==> src/rtl/instr_fetch_unit_pkg.sv <==
// Shared types and constants for the instruction fetch front end.
package fetch_pkg;

    localparam int XLEN = 64;
    localparam int ILEN = 32;
    localparam logic [XLEN-1:0] PC_STEP = 64'd4;

    typedef enum logic [1:0] {
        IDLE = 2'd0,
        REQ  = 2'd1,
        WAIT = 2'd2,
        DROP = 2'd3
    } fetch_state_t;

    typedef struct packed {
        logic [ILEN-1:0] instr;
        logic [XLEN-1:0] pc;
    } fetch_entry_t;

endpackage

==> src/rtl/instr_fetch_unit_if.sv <==
// Instruction memory request/response channel between fetch and memory.
interface instr_fetch_unit_if;
    import fetch_pkg::*;

    logic            imem_req_valid;
    logic            imem_req_ready;
    logic [XLEN-1:0] imem_req_addr;
    logic            imem_rsp_valid;
    logic [ILEN-1:0] imem_rsp_data;

    modport master (
        output imem_req_valid,
        output imem_req_addr,
        input  imem_req_ready,
        input  imem_rsp_valid,
        input  imem_rsp_data
    );

    modport slave (
        input  imem_req_valid,
        input  imem_req_addr,
        output imem_req_ready,
        output imem_rsp_valid,
        output imem_rsp_data
    );

endinterface

==> src/rtl/instr_fetch_unit_fifo.sv <==
// Small synchronous FIFO holding fetched instructions with their PCs.
module fetch_fifo
    import fetch_pkg::*;
#(
    parameter int DEPTH = 2
) (
    input  logic                   clk,
    input  logic                   rst,
    input  logic                   push,
    input  fetch_entry_t           push_entry,
    input  logic                   pop,
    input  logic                   flush,
    output logic [$clog2(DEPTH):0] count,
    output fetch_entry_t           head
);

    localparam int AW = $clog2(DEPTH);

    fetch_entry_t   mem [DEPTH];
    logic [AW-1:0]  wr_ptr;
    logic [AW-1:0]  rd_ptr;

    // Pointer and occupancy tracking; a flush empties the queue and beats any push or pop.
    always_ff @(posedge clk or posedge rst) begin
        if (rst) begin
            wr_ptr <= '0;
            rd_ptr <= '0;
            count  <= '0;
        end else if (flush) begin
            wr_ptr <= '0;
            rd_ptr <= '0;
            count  <= '0;
        end else begin
            if (push) wr_ptr <= wr_ptr + 1'b1;
            if (pop)  rd_ptr <= rd_ptr + 1'b1;
            count <= count + {{AW{1'b0}}, push} - {{AW{1'b0}}, pop};
        end
    end

    // Entry storage is only written by a push that is not cancelled by a flush.
    always_ff @(posedge clk) begin
        if (push && !flush) mem[wr_ptr] <= push_entry;
    end

    assign head = (count != '0) ? mem[rd_ptr] : '0;

endmodule

==> src/rtl/instr_fetch_unit.sv <==
// Fetch stage: owns the PC, issues one outstanding imem request at a time,
// buffers responses toward decode and handles redirect flushes.
module instr_fetch_unit
    import fetch_pkg::*;
#(
    parameter logic [XLEN-1:0] RESET_PC   = 64'h0,
    parameter int              FIFO_DEPTH = 2
) (
    input  logic                clk,
    input  logic                rst,
    input  logic                redirect_valid,
    input  logic [XLEN-1:0]     redirect_pc,
    instr_fetch_unit_if.master  imem,
    output logic                if_valid,
    input  logic                if_ready,
    output logic [ILEN-1:0]     if_instr,
    output logic [XLEN-1:0]     if_pc
);

    localparam int CW = $clog2(FIFO_DEPTH) + 1;

    localparam logic [1:0] S_IDLE = IDLE;
    localparam logic [1:0] S_REQ  = REQ;
    localparam logic [1:0] S_WAIT = WAIT;
    localparam logic [1:0] S_DROP = DROP;

    logic [1:0]      state;
    logic [1:0]      state_next;
    logic [XLEN-1:0] fetch_pc;
    logic [XLEN-1:0] req_pc;
    logic            req_fire;
    logic            fifo_push;
    logic            fifo_pop;
    logic [CW-1:0]   fifo_count;
    fetch_entry_t    push_entry;
    fetch_entry_t    head;

    assign imem.imem_req_valid = (state == S_REQ) && (fifo_count < CW'(FIFO_DEPTH));
    assign imem.imem_req_addr  = fetch_pc;
    assign req_fire            = imem.imem_req_valid && imem.imem_req_ready;

    assign fifo_push        = (state == S_WAIT) && imem.imem_rsp_valid && !redirect_valid;
    assign fifo_pop         = if_valid && if_ready;
    assign push_entry.instr = imem.imem_rsp_data;
    assign push_entry.pc    = req_pc;

    assign if_valid = (fifo_count != '0);
    assign if_instr = head.instr;
    assign if_pc    = head.pc;

    // Next-state selection; a redirect turns any in-flight request into one whose response is dropped.
    always_comb begin
        state_next = state;
        case (state)
            S_IDLE: state_next = S_REQ;
            S_REQ: begin
                if (req_fire) state_next = redirect_valid ? S_DROP : S_WAIT;
            end
            S_WAIT: begin
                if (imem.imem_rsp_valid)  state_next = S_REQ;
                else if (redirect_valid)  state_next = S_DROP;
            end
            S_DROP: begin
                if (imem.imem_rsp_valid)  state_next = S_REQ;
            end
            default: state_next = S_IDLE;
        endcase
    end

    // State, fetch PC and the PC of the outstanding request; redirect overrides the sequential increment.
    always_ff @(posedge clk or posedge rst) begin
        if (rst) begin
            state    <= S_IDLE;
            fetch_pc <= RESET_PC;
            req_pc   <= '0;
        end else begin
            state <= state_next;
            if (redirect_valid)
                fetch_pc <= {redirect_pc[XLEN-1:2], 2'b00};
            else if (req_fire)
                fetch_pc <= fetch_pc + PC_STEP;
            if (req_fire)
                req_pc <= fetch_pc;
        end
    end

    fetch_fifo #(
        .DEPTH (FIFO_DEPTH)
    ) u_fifo (
        .clk        (clk),
        .rst        (rst),
        .push       (fifo_push),
        .push_entry (push_entry),
        .pop        (fifo_pop),
        .flush      (redirect_valid),
        .count      (fifo_count),
        .head       (head)
    );

endmodule

==> src/flat_wrapper.sv <==
// flat-port wrapper written by rule: the top's interface ports become plain ports
module instr_fetch_unit_flat import fetch_pkg::*;
#(
    parameter logic [XLEN-1:0] RESET_PC   = 64'h0,
    parameter int              FIFO_DEPTH = 2
)
  (clk, rst, redirect_valid, redirect_pc, if_valid, if_ready, if_instr, if_pc, imem_imem_req_valid, imem_imem_req_addr, imem_imem_req_ready, imem_imem_rsp_valid, imem_imem_rsp_data);
  instr_fetch_unit_if imem_i ();
  input  logic clk;
  input  logic rst;
  input  logic redirect_valid;
  input  logic [XLEN-1:0] redirect_pc;
  output logic if_valid;
  input  logic if_ready;
  output logic [ILEN-1:0] if_instr;
  output logic [XLEN-1:0] if_pc;
  output wire logic [$bits(imem_i.imem_req_valid)-1:0] imem_imem_req_valid;
  output wire logic [$bits(imem_i.imem_req_addr)-1:0] imem_imem_req_addr;
  input wire logic [$bits(imem_i.imem_req_ready)-1:0] imem_imem_req_ready;
  input wire logic [$bits(imem_i.imem_rsp_valid)-1:0] imem_imem_rsp_valid;
  input wire logic [$bits(imem_i.imem_rsp_data)-1:0] imem_imem_rsp_data;
  assign imem_imem_req_valid = imem_i.imem_req_valid;
  assign imem_imem_req_addr = imem_i.imem_req_addr;
  assign imem_i.imem_req_ready = imem_imem_req_ready;
  assign imem_i.imem_rsp_valid = imem_imem_rsp_valid;
  assign imem_i.imem_rsp_data = imem_imem_rsp_data;
  instr_fetch_unit #(.RESET_PC(RESET_PC), .FIFO_DEPTH(FIFO_DEPTH)) u_core (.clk(clk), .rst(rst), .redirect_valid(redirect_valid), .redirect_pc(redirect_pc), .imem(imem_i), .if_valid(if_valid), .if_ready(if_ready), .if_instr(if_instr), .if_pc(if_pc));
endmodule
==> config.mk <==
export PLATFORM = sky130hd
export DESIGN_NAME = instr_fetch_unit_flat
export DESIGN_NICKNAME = d
export VERILOG_FILES = /design/src/rtl/instr_fetch_unit_pkg.sv /design/src/rtl/instr_fetch_unit_if.sv /design/src/rtl/instr_fetch_unit_fifo.sv /design/src/rtl/instr_fetch_unit.sv /design/src/flat_wrapper.sv
export SDC_FILE = /design/constraint.sdc
export NUM_CORES = 1
export LEC_CHECK = 0
export ABC_AREA = 1
export CAP_MARGIN = 30
export CORE_MARGIN = 5
export CORE_UTILIZATION = 30
export CTS_CLUSTER_SIZE = 16
export DETAILED_ROUTE_END_ITERATION = 10
export SYNTH_ARGS = -nofsm -noshare
export SYNTH_HDL_FRONTEND = slang
export SYNTH_SLANG_ARGS = --single-unit
==> constraint.sdc <==
create_clock -name clk -period 10.1 [get_ports clk]
set_input_delay 1.01 -clock clk [delete_from_list [all_inputs] [get_ports clk]]
set_output_delay 1.01 -clock clk [all_outputs]
set_load 0.02 [all_outputs]
; Word-level counts from Yosys, hierarchy flattened
; Memory sizes are Yosys's and may differ from the RTL's.
; Index checks and enable logic that the tools add are counted.
[totals]
ram_bits = 192
wordCells = 48
memories = 1
reg_bits = 134
in_bits = 102
[classes]
n_eq_ne = 6
muxes = 16
addsub = 5
order_cmp = 1
reduce_logical = 13
[mem_list]
columns = memory, depth, word_bits, read_ports, rd_ports_with_merged_regs, wr, line
row1 = u_core.u_fifo.mem, 2, 96, 1, 0, 1, instr_fetch_unit_fifo.sv:19  ; fetch_entry_t mem [DEPTH];
[ops]
columns = op, count
row1 = $mux W64, 2
row2 = $mux W96, 1
row3 = $add A64 B3 Y64 const B, 1
row4 = $mux W2, 5
row5 = $pmux W2 S4, 1
row6 = $reduce_bool A2 Y1, 4
row7 = $mux W1, 7
row8 = $logic_and A1 B1 Y1, 6
row9 = $eq A2 B2 Y1 const B, 2
row10 = $ne A3 B3 Y1 const B, 1
row11 = $reduce_and A3 Y1, 1
row12 = $add A1 B1 Y1 const B, 2
row13 = $add A2 B1 Y2, 1
row14 = $eq A2 B1 Y1 const B, 1
row15 = $logic_not A2 Y1, 1
row16 = $lt A2 B2 Y1 const B, 1
row17 = $ne A2 B1 Y1 const B, 1
row18 = $ne A2 B2 Y1 const B, 1
row19 = $sub A2 B1 Y2, 1
row20 = $logic_not A1 Y1, 1

; Longest topological paths before layout
; Gate-level depths: netlist of run 1.
[logic_depth]
ltp_word = 6
ltp_mapped = 11
depth_no_buf = 10

; Hierarchy
; A second synthesis of run 1 with hierarchy kept.
[unflattened]
cells_unflattened = 1586
area_unflattened_um2 = 14597.8
[modules_own_cells]
columns = module, instances, seq_area_each_um2, area_per_inst_um2, cells_per_inst
row1 = fetch_fifo, 1, 5865.6, 7409.6, 541
row2 = instr_fetch_unit, 1, 3153.0, 7188.1, 1045

; Least setup slack after synthesis of run 1
; OpenSTA, ideal clock, no wires.
[synth_path]
path_type = input to register
start = input redirect_valid
end = memory u_core.u_fifo.mem[0][10] (netlist bit) (enable)
arrival_ns = 5.419
setup_ns = 0.547
path_slack_ns = 4.134
required_ns = 9.553
cell_stages = 5
cell_sequence = clkbuf_1 > inv_1 > buf_2 > nand2_1 > nor2_1
[synth_between]
elab_chain_cells = 5
[synth_lines]
columns = element, line
row1 = from (decl), flat_wrapper.sv:11  ; input logic redirect_valid;
row2 = $logic_not A1 Y1 (*), "instr_fetch_unit_fifo.sv:42, instr_fetch_unit.sv:42"
row3 = $logic_and A1 B1 Y1, instr_fetch_unit.sv:42  ; assign fifo_push = (state == S_WAIT) && imem.imem_rsp_valid && !redirect_valid;
row4 = $logic_and A1 B1 Y1 (*), instr_fetch_unit_fifo.sv:42  ; if (push && !flush) mem[wr_ptr] <= push_entry;
row5 = $mux W1 (*), instr_fetch_unit_fifo.sv:42
row6 = $mux W1 (implied by the code) (*), instr_fetch_unit_fifo.sv:42
row7 = to (decl), instr_fetch_unit_fifo.sv:19
; Mark *: on every way between the ends. The rest lies on a longest branch, timed or not.

; Worst setup path after layout of run 1
[layout_path]
start = register u_core.u_fifo.rd_ptr
end = output if_pc[36]
[layout_between]
elab_chain_cells = 2
[layout_lines]
columns = element, line
row1 = from (decl), instr_fetch_unit_fifo.sv:21  ; logic [AW-1:0] rd_ptr;
row2 = from (signal assigned), instr_fetch_unit_fifo.sv:35  ; if (pop) rd_ptr <= rd_ptr + 1'b1;
row3 = $mem_v2 Z2 W96, --
row4 = $mux W96, instr_fetch_unit_fifo.sv:45  ; assign head = (count != '0) ? mem[rd_ptr] : '0;
row5 = to (decl), flat_wrapper.sv:16  ; output logic [XLEN-1:0] if_pc;
; Every way passes these cells.

==> flow_summary.ini, run 1 <==
[layout]
antenna_cells = 0
fin_util = 0.398
syn2layout_area_growth_pct = 31.3
fin_nets = 1923
layout-drive-gt1-share = 0.0624

[sta]
finalCriticalPeriod_ps = 4030
rsz0062_at_grt = false
final-max-slew-violation-count = 0
skew_ps = 16.5
period_share = 0.399
setup-violations-final = 0
worst_pin_slew_ps = 918
max_freq_ghz = 0.248
hold_violations = 0
hold-worst-slack_ps = 465
setup_tns_ps = 0
slew_headroom = 0.388

[logic_synthesis]
synth-simple-area-share = 0.218
avgSynthCellArea_sq_um = 9.24
synthMuxAreaShare = 0
syn_inst = 1566
yosysUniqueCellTypes = 33
yosys_warnings = 0
synth_top_family_by_area = simple AND/OR/NAND/NOR gates
synthTopCellsByArea = edfxtp_1 (39%), dfrtp_1 (22%), nand2_1 (14%)
synth_top_cells_by_count = nand2_1 (528), edfxtp_1 (188), dfrtp_1 (130), inv_1 (130), nor2_1 (126)
yosys.area.top_type = edfxtp_1
ys_seq_area_frac = 0.615
synth_xor_area_frac = 0.0145
synth_compound_area_frac = 0.0925
synth_edf_count = 188
synth_most_common_cell = nand2_1
ys_ff_latch = 318
async_reset_ff_frac = 0.409
syn_area_sq_mm = 0.0145
synth-adder-area-share = 0.00519
synthDominantCellAreaShare = 0.390
synth_flop_cell = edfxtp_1

[placement]
place_hpwl_um = 34500
gp_congestion = 0.893
io_buffers = 257

[routing]
drt_wl_total_um = 47800
drt_pass1_iterations = 5
wire_per_inst_um = 19.5
ant_nets = 0
drt_iter0_drc = 757
vias_per_cell = 4.72
drc = 0
dr_total_vias = 11600

[cts]
cts_buffer_depth = 3
root_buffer = clkbuf_16
h-tree-depth = 2
cts_resized = 0
cts_setup_buffers = 0
cts_tree = yes
clk_pin_slew_ps = 60
insertion_delay_ps = 550
cts_buffers = 37
postCtsHoldBufs = 0
clkSinkCount = 318

[grt]
antenna_found_initial = 0
overflow = 0
grt_pass1_vias = 11500
grtUsageTotal = 0.177
grt_max_degree = 101
grt_first_pass_wirelength_um = 71900

[run_status]
status = finished clean

[floorplan]
dieArea_sq_mm = 0.0527
io_pins = 264
rows = 80
initial_core_util = 0.303
die_w_um = 230
core_sq_mm = 0.0477
die_y_um = 230

[setup_path]
critPathMaxStageDelay_ps = 710
critPathBufInv = 4
cp_slowest_cell = clkdlybuf4s50_1
cp_data_required_time_ps = 9090
crit_path_end_kind = output port
start_kind = register
cp_data_arrival_time_ps = 3020
crit_family = buffers and inverters
setup.worst_path.class = register to output port
crit_chain = inv_2, buf_4, buf_16, nand2_1, a21oi_1, clkdlybuf4s50_1
cp_max_fo = 69

[power_and_ir_drop]
leakagePower_nw = 7.62
power_density_mw_per_mm2 = 231
vdd.ir_drop.worst_mv = 0.103

[worst_hold_path]
hold_path.class = register to register

[flow_run]
maxCapViolCount = 0
## where the power goes
| part | total, mW | internal, mW | switching [mW] | leakage (nW) |
|---|---|---|---|---|
| logic | 1.24 | 0.466 | 0.774 | 3.72 |
| registers | 1.84 | 1.64 | 0.200 | 3.32 |
| clock network | 1.32 | 0.772 | 0.546 | 0.587 |
| total | 4.39 | 2.87 | 1.52 | 7.62 |
## through the flow
step | total power [mW] | std cells | cell area, sq um | setup WS [ps]
floorplan | 2.47 | 1569 | 14500 | 4130
global placement | 3.06 | 2384 | 17600 | 5590
detailed placement | 3.10 | 2388 | 17700 | 5990
CTS | 4.44 | 2456 | 18900 | 5890
global route | 4.62 | 2459 | 19000 | 5970
finish | 4.39 | 2459 | 19000 | 6070
## layout make-up
| class | count | area, sq um |
|---|---|---|
| Timing Repair Buffer | 273 | 2810 |
| Fill cell | 4671 | 28800 |
| Sequential cell | 318 | 8900 |
| Clock inverter | 20 | 173 |
| Tap cell | 615 | 769 |
| Inverter | 132 | 499 |
| Multi-Input combinational cell | 1053 | 4810 |
| Clock buffer | 48 | 1020 |
## metal layers
layer / global-route usage / part of all wire / vias up
met4: 0.0586 / 0.029 / 0
met3: 0.0313 / 0.058 / 72
met5: 0 / 0 / -
li1: - / - / 5622
met2: 0.281 / 0.46 / 336
met1: 0.245 / 0.45 / 5585
## sequential cells by signal, indices dropped and copies added, names as in the netlist
signal                     count
u_core.u_fifo.count            2
u_core.imem.imem_req_addr     62
u_core.u_fifo.rd_ptr           1
u_core.state                   2
u_core.u_fifo.mem            188
u_core.u_fifo.wr_ptr           1
u_core.req_pc                 62
## placed cells by master (no fill, tap or decap), types with 3 or more instances in the layout
| cell | instances |
|---|---|
| nand3_1 | 69 |
| nor2_4 | 9 |
| o211ai_1 | 4 |
| nor2_2 | 9 |
| buf_12 | 3 |
| inv_6 | 3 |
| clkbuf_1 | 8 |
| buf_16 | 4 |
| clkdlybuf4s50_1 | 256 |
| a21oi_1 | 103 |
| xor2_1 | 21 |
| nand4_1 | 7 |
| nand2_2 | 9 |
| buf_4 | 9 |
| o21ai_0 | 119 |
| ha_1 | 6 |
| xnor2_1 | 3 |
| nor2_1 | 123 |
| nand2_4 | 7 |
| inv_1 | 128 |
| o21ai_1 | 11 |
| clkinv_1 | 4 |
| edfxtp_1 | 188 |
| conb_1 | 4 |
| clkinv_2 | 8 |
| o21bai_1 | 13 |
| nand2_1 | 527 |
| clkbuf_16 | 39 |
| dfrtp_1 | 129 |
## worst register-to-register path, stage by stage (launching register included)
cell and delay (ps):
dfrtp_1 370, inv_1 70, ha_1 190, inv_1 140, nor2_4 60, nand2_4 260
inv_2 190, nand2_4 280, clkinv_2 570, nand3_1 370, nand3_1 100
## cell families (layout without fill, tap and decap cells)
family | Yosys count | after routing
AOI/OAI and AO/OA | 255 | 255
DFF | 318 | 318
buffers and inverters | 198 | 473
xor gates and xnor gates | 24 | 24
other | 1 | 4
and+or+nand+nor | 764 | 764
adders and majority gates | 6 | 6
## path summary, 6_finish.rpt
check                                          start                            end  slack [ps]  cells past startpoint
max in group asynchronous                        rst              u_core.req_pc[41]        8360                      5
worst min-delay path               u_core.req_pc[55]       u_core.u_fifo.mem[1][55]         470                      0
worst max register to register       u_core.state[1]  u_core.imem.imem_req_addr[28]        7380                     10
worst max-delay path            u_core.u_fifo.rd_ptr                      if_pc[36]        6070                      6
worst min register to register     u_core.req_pc[55]       u_core.u_fifo.mem[1][55]         470                      0
min in group asynchronous                        rst                u_core.state[1]         670                      2
Power figures use the tool's default switching activity.
==> run 2: changes to the inputs <==
clock period = 3.58 ns   (was 10.1 ns; I/O delays follow)
==> flow_summary.ini, run 2 (synthesis gave the netlist of run 1 again) <==
[run_status]
status = finished clean

[setup_path]
cp_data_arrival_time_ps = 2790
crit_cells = 5
critPathMaxStageDelay_ps = 690
start_kind = register
cp_data_required_time_ps = 3220
critPathBufInv = 3
crit_path_end_kind = output port
cp-startpoint = u_core.u_fifo.rd_ptr
regToRegSetupSlack_ps = 970
crit_family = buffers and inverters
setup.worst_path.class = register to output port
cp_max_fo = 70
cp_slowest_cell = dfrtp_4
crit_chain = inv_2, buf_12, nand2_1, a21oi_1, clkdlybuf4s50_1
rr_startpoint = u_core.state[1]
r2r_cells = 10

[sta]
skew_ps = 26.0
hold-worst-slack_ps = 83.7
setup_tns_ps = 0
finalCriticalPeriod_ps = 3140
rsz0062_at_grt = false
final-max-slew-violation-count = 0
max_freq_ghz = 0.318
hold_violations = 0
slew_headroom = 0.515
period_share = 0.878
setup_ws_ps = 437
setup-violations-final = 0
worst_pin_slew_ps = 728

[routing]
drt_pass1_iterations = 5
drt_wl_total_um = 48100
drc = 0
ant_nets = 0
drt_iter0_drc = 675
wire_per_inst_um = 19.5
dr_total_vias = 11600
vias_per_cell = 4.72

[cts]
cts_tree = yes
cts_resized = 0
cts_buffer_depth = 3
clkSinkCount = 318
insertion_delay_ps = 550
cts_setup_buffers = 0
postCtsHoldBufs = 0
cts_buffers = 37
root_buffer = clkbuf_16
h-tree-depth = 2
clk_pin_slew_ps = 70

[floorplan]
io_pins = 264
initial_core_util = 0.303
core_sq_mm = 0.0477
dieArea_sq_mm = 0.0527
die_w_um = 230
die_y_um = 230
rows = 80

[power_and_ir_drop]
power_density_mw_per_mm2 = 667
finalPower_mw = 12.8
vdd.ir_drop.worst_mv = 0.311
leakagePower_nw = 7.67

[layout]
antenna_cells = 0
regMostFlops = u_core.u_fifo.mem
fin_nets = 1925
fillCellCount = 4650
final_common_cell = nand2_1
fin_area_sq_mm = 0.0191
largest_reg_flops = 188
syn2layout_area_growth_pct = 32.3
layout-drive-gt1-share = 0.0645
multi_input_area_sq_mm = 0.00481
regArea_sq_mm = 0.00890
final_cell_mix = nand2_1 (528), clkdlybuf4s50_1 (256), edfxtp_1 (188)

[placement]
place_area_sq_mm = 0.0178
io_buffers = 257
gp_congestion = 0.891
dp_slack_ps = 980
place_hpwl_um = 34900

[flow_run]
maxCapViolCount = 0

[grt]
grt_first_pass_wirelength_um = 72700
antenna_found_initial = 0
overflow = 0
grtUsageTotal = 0.179
grt_max_degree = 95
grt_pass1_vias = 11700

[worst_hold_path]
hold_path.class = input port to asynchronous set/reset pin
## run 2: cell types whose count changed in the layout (fill, tap and decap cells not counted), moves of 3 or more
cell        delta
clkinv_2       -3
buf_12         +8
clkinv_1       -4
buf_16         -4
bufinv_16      +4
clkbuf_8       +3
clkinvlp_4     +4
## run 2: per-stage QoR
stage               instances   util
floorplan                1569      -
global placement         2392  0.373
detailed placement       2393  0.373
CTS                      2461  0.401
global route             2461  0.401
finish                   2461  0.401
## run 2: area by class of cell
cell class,count,area share
inverter,132,0.0262
multi-input combinational,1053,0.251
clock inverter,16,0.0129
clock buffer,52,0.0556
timing repair buffer,275,0.148
sequential,318,0.465
tap,615,0.0402
## run 2: final timing paths
path,to
min in group clk,u_core.imem.imem_req_addr[14]
max reg2reg,u_core.imem.imem_req_addr[28]
min,u_core.req_pc[27]
max,if_pc[15]
max in group asynchronous,u_core.req_pc[41]
min reg2reg,u_core.u_fifo.mem[0][60]
## run 2: power by group
group          internal [mW]  switching [mW]
combinational           1.32            2.13
clock                   2.52            1.54
sequential              4.62           0.634
total                   8.46            4.30
## run 2: metal layers
layer  global-route usage  share of wire  routed length (um)  up-vias
met5                    0              0                   0        -
met4               0.0731          0.039                1860        0
met3               0.0391          0.063                3040       86
met2                0.281           0.45               21800      344
met1                0.241           0.44               21400     5563
li1                     -              -                   -     5615
==> run 3: changes to the inputs <==
GPL_TIMING_DRIVEN = 0   (was default)
HOLD_SLACK_MARGIN = 0.08   (was default)
==> flow_summary.ini, run 3 (synthesis gave the netlist of run 1 again) <==
[run_status]
status = finished clean

[floorplan]
die_y_um = 230
rows = 80
dieArea_sq_mm = 0.0527
core_sq_mm = 0.0477
initial_core_util = 0.303
io_pins = 264
die_w_um = 230

[grt]
antenna_found_initial = 1
overflow = 0
grtUsageTotal = 0.183
grt_first_pass_wirelength_um = 73900
grt_max_degree = 40
grt_pass1_vias = 11800

[layout]
largest_reg_flops = 188
final_common_cell = nand2_1
fin_nets = 1981
regMostFlops = u_core.u_fifo.mem
fin_area_sq_mm = 0.0193
final_cell_mix = nand2_1 (528), clkdlybuf4s50_1 (256), edfxtp_1 (188)
fin_cells = 2518
syn2layout_area_growth_pct = 33.3
layout-drive-gt1-share = 0.0710

[routing]
vias_per_cell = 4.70
drt_wl_total_um = 49600
drc = 0
wire_per_inst_um = 19.7
drt_pass1_iterations = 5
dr_total_vias = 11800
ant_nets = 0
drt_iter0_drc = 899

[setup_path]
crit_path_end_kind = output port
cp_data_required_time_ps = 3220
cp-startpoint = u_core.u_fifo.rd_ptr
cp_data_arrival_time_ps = 3060
cp_slowest_cell = clkdlybuf4s50_1
regToRegSetupSlack_ps = 1110
crit_chain = clkbuf_1, inv_1, clkbuf_2, buf_2, nand2_1, a21oi_1, clkdlybuf4s50_1
setup.worst_path.class = register to output port
rr_startpoint = u_core.state[0]
start_kind = register
cp_max_fo = 10
critPathMaxStageDelay_ps = 680

[power_and_ir_drop]
switching_power_mw = 4.36
p_int_mw = 8.31
comb_power_share = 0.284
clkPwrFrac = 0.306
power_density_mw_per_mm2 = 657
vdd.ir_drop.worst_mv = 0.268
leakagePower_nw = 7.75
switching_share = 0.344
p_seq_frac = 0.410

[sta]
rsz0062_at_grt = false
setup-violations-final = 0
finalCriticalPeriod_ps = 3420
worst_pin_slew_ps = 815
hold_violations = 0
period_share = 0.954
slew_headroom = 0.456
max_freq_ghz = 0.293
skew_ps = 27.3
final-max-slew-violation-count = 0

[cts]
root_buffer = clkbuf_16
insertion_delay_ps = 550
clk_pin_slew_ps = 60
postCtsHoldBufs = 0
cts_buffer_depth = 3
clkSinkCount = 318
cts_setup_buffers = 0
h-tree-depth = 2
cts_tree = yes
cts_buffers = 37

[placement]
gp_congestion = 0.923
io_buffers = 256
place_hpwl_um = 38200
dp.cells = 2449
place_area_sq_mm = 0.0180

[worst_hold_path]
hold_path.class = input port to asynchronous set/reset pin

[flow_run]
maxCapViolCount = 0
==> run 3: worst paths after layout <==
kind,cells after the start,endpoint
worst min register to register,0,u_core.u_fifo.mem[0][36]
max in group asynchronous,4,u_core.req_pc[43]
worst max register to register,8,u_core.u_fifo.mem[0][45]
worst max-delay path,7,if_pc[35]
worst min-delay path,2,u_core.imem.imem_req_addr[6]
min in group clk,1,u_core.u_fifo.mem[1][93]
==> run 3: layer usage <==
layer	wire length, um	global-route usage
met1	21700	0.248
met5	0	0
met3	3150	0.0368
met4	1870	0.0650
met2	22900	0.294
==> run 3: final cells by class <==
type	instances	area (sq um)
well taps	615	769
multi-input cells	1053	4800
repair buffers	265	2760
flip-flops and latches	318	8900
fillers	4656	28500
clock inverters	15	188
plain buffers	66	298
inverters	132	500
clock buffers	53	1060
diodes	1	2.50
==> run 3: power groups by stage <==
stage                     clock, mW  sequential [mW]  combinational, mW
after global placement            0             5.22               3.56
after global routing           4.12             5.26               3.95
final                          3.88             5.19               3.59
after floorplan                   0             5.20               1.78
after detailed placement          0             5.25               3.63
after CTS                      3.97             5.18               3.65
==> run 3: metrics by stage <==
| stage | hold slack, ps | worst slack, ps | power (mW) | util | TNS, ps |
|---|---|---|---|---|---|
| floorplan | 442 | 860 | 6.98 | - | 0 |
| global placement | 451 | -341 | 8.78 | 0.373 | -57020 |
| detailed placement | 454 | 305 | 8.87 | 0.377 | 0 |
| CTS | 305 | 59.1 | 12.8 | 0.404 | 0 |
| global route | 339 | 12.8 | 13.3 | 0.404 | 0 |
| finish | 300 | 165 | 12.7 | 0.404 | 0 |
==> run 3: critical path: cells and delay by family, from the launching register on <==
kind                   cells  cell delay [ps]
buffers and inverters      5             1750
flip-flops                 1              370
AO/OA/AOI/OAI              1              300
AND/OR/NAND/NOR            1               80
==> run 3: timing repair <==
action	4_1_cts	5_1_grt
pin swaps	0	0
endpoints found under the setup margin	61	2
resized for setup	2	2
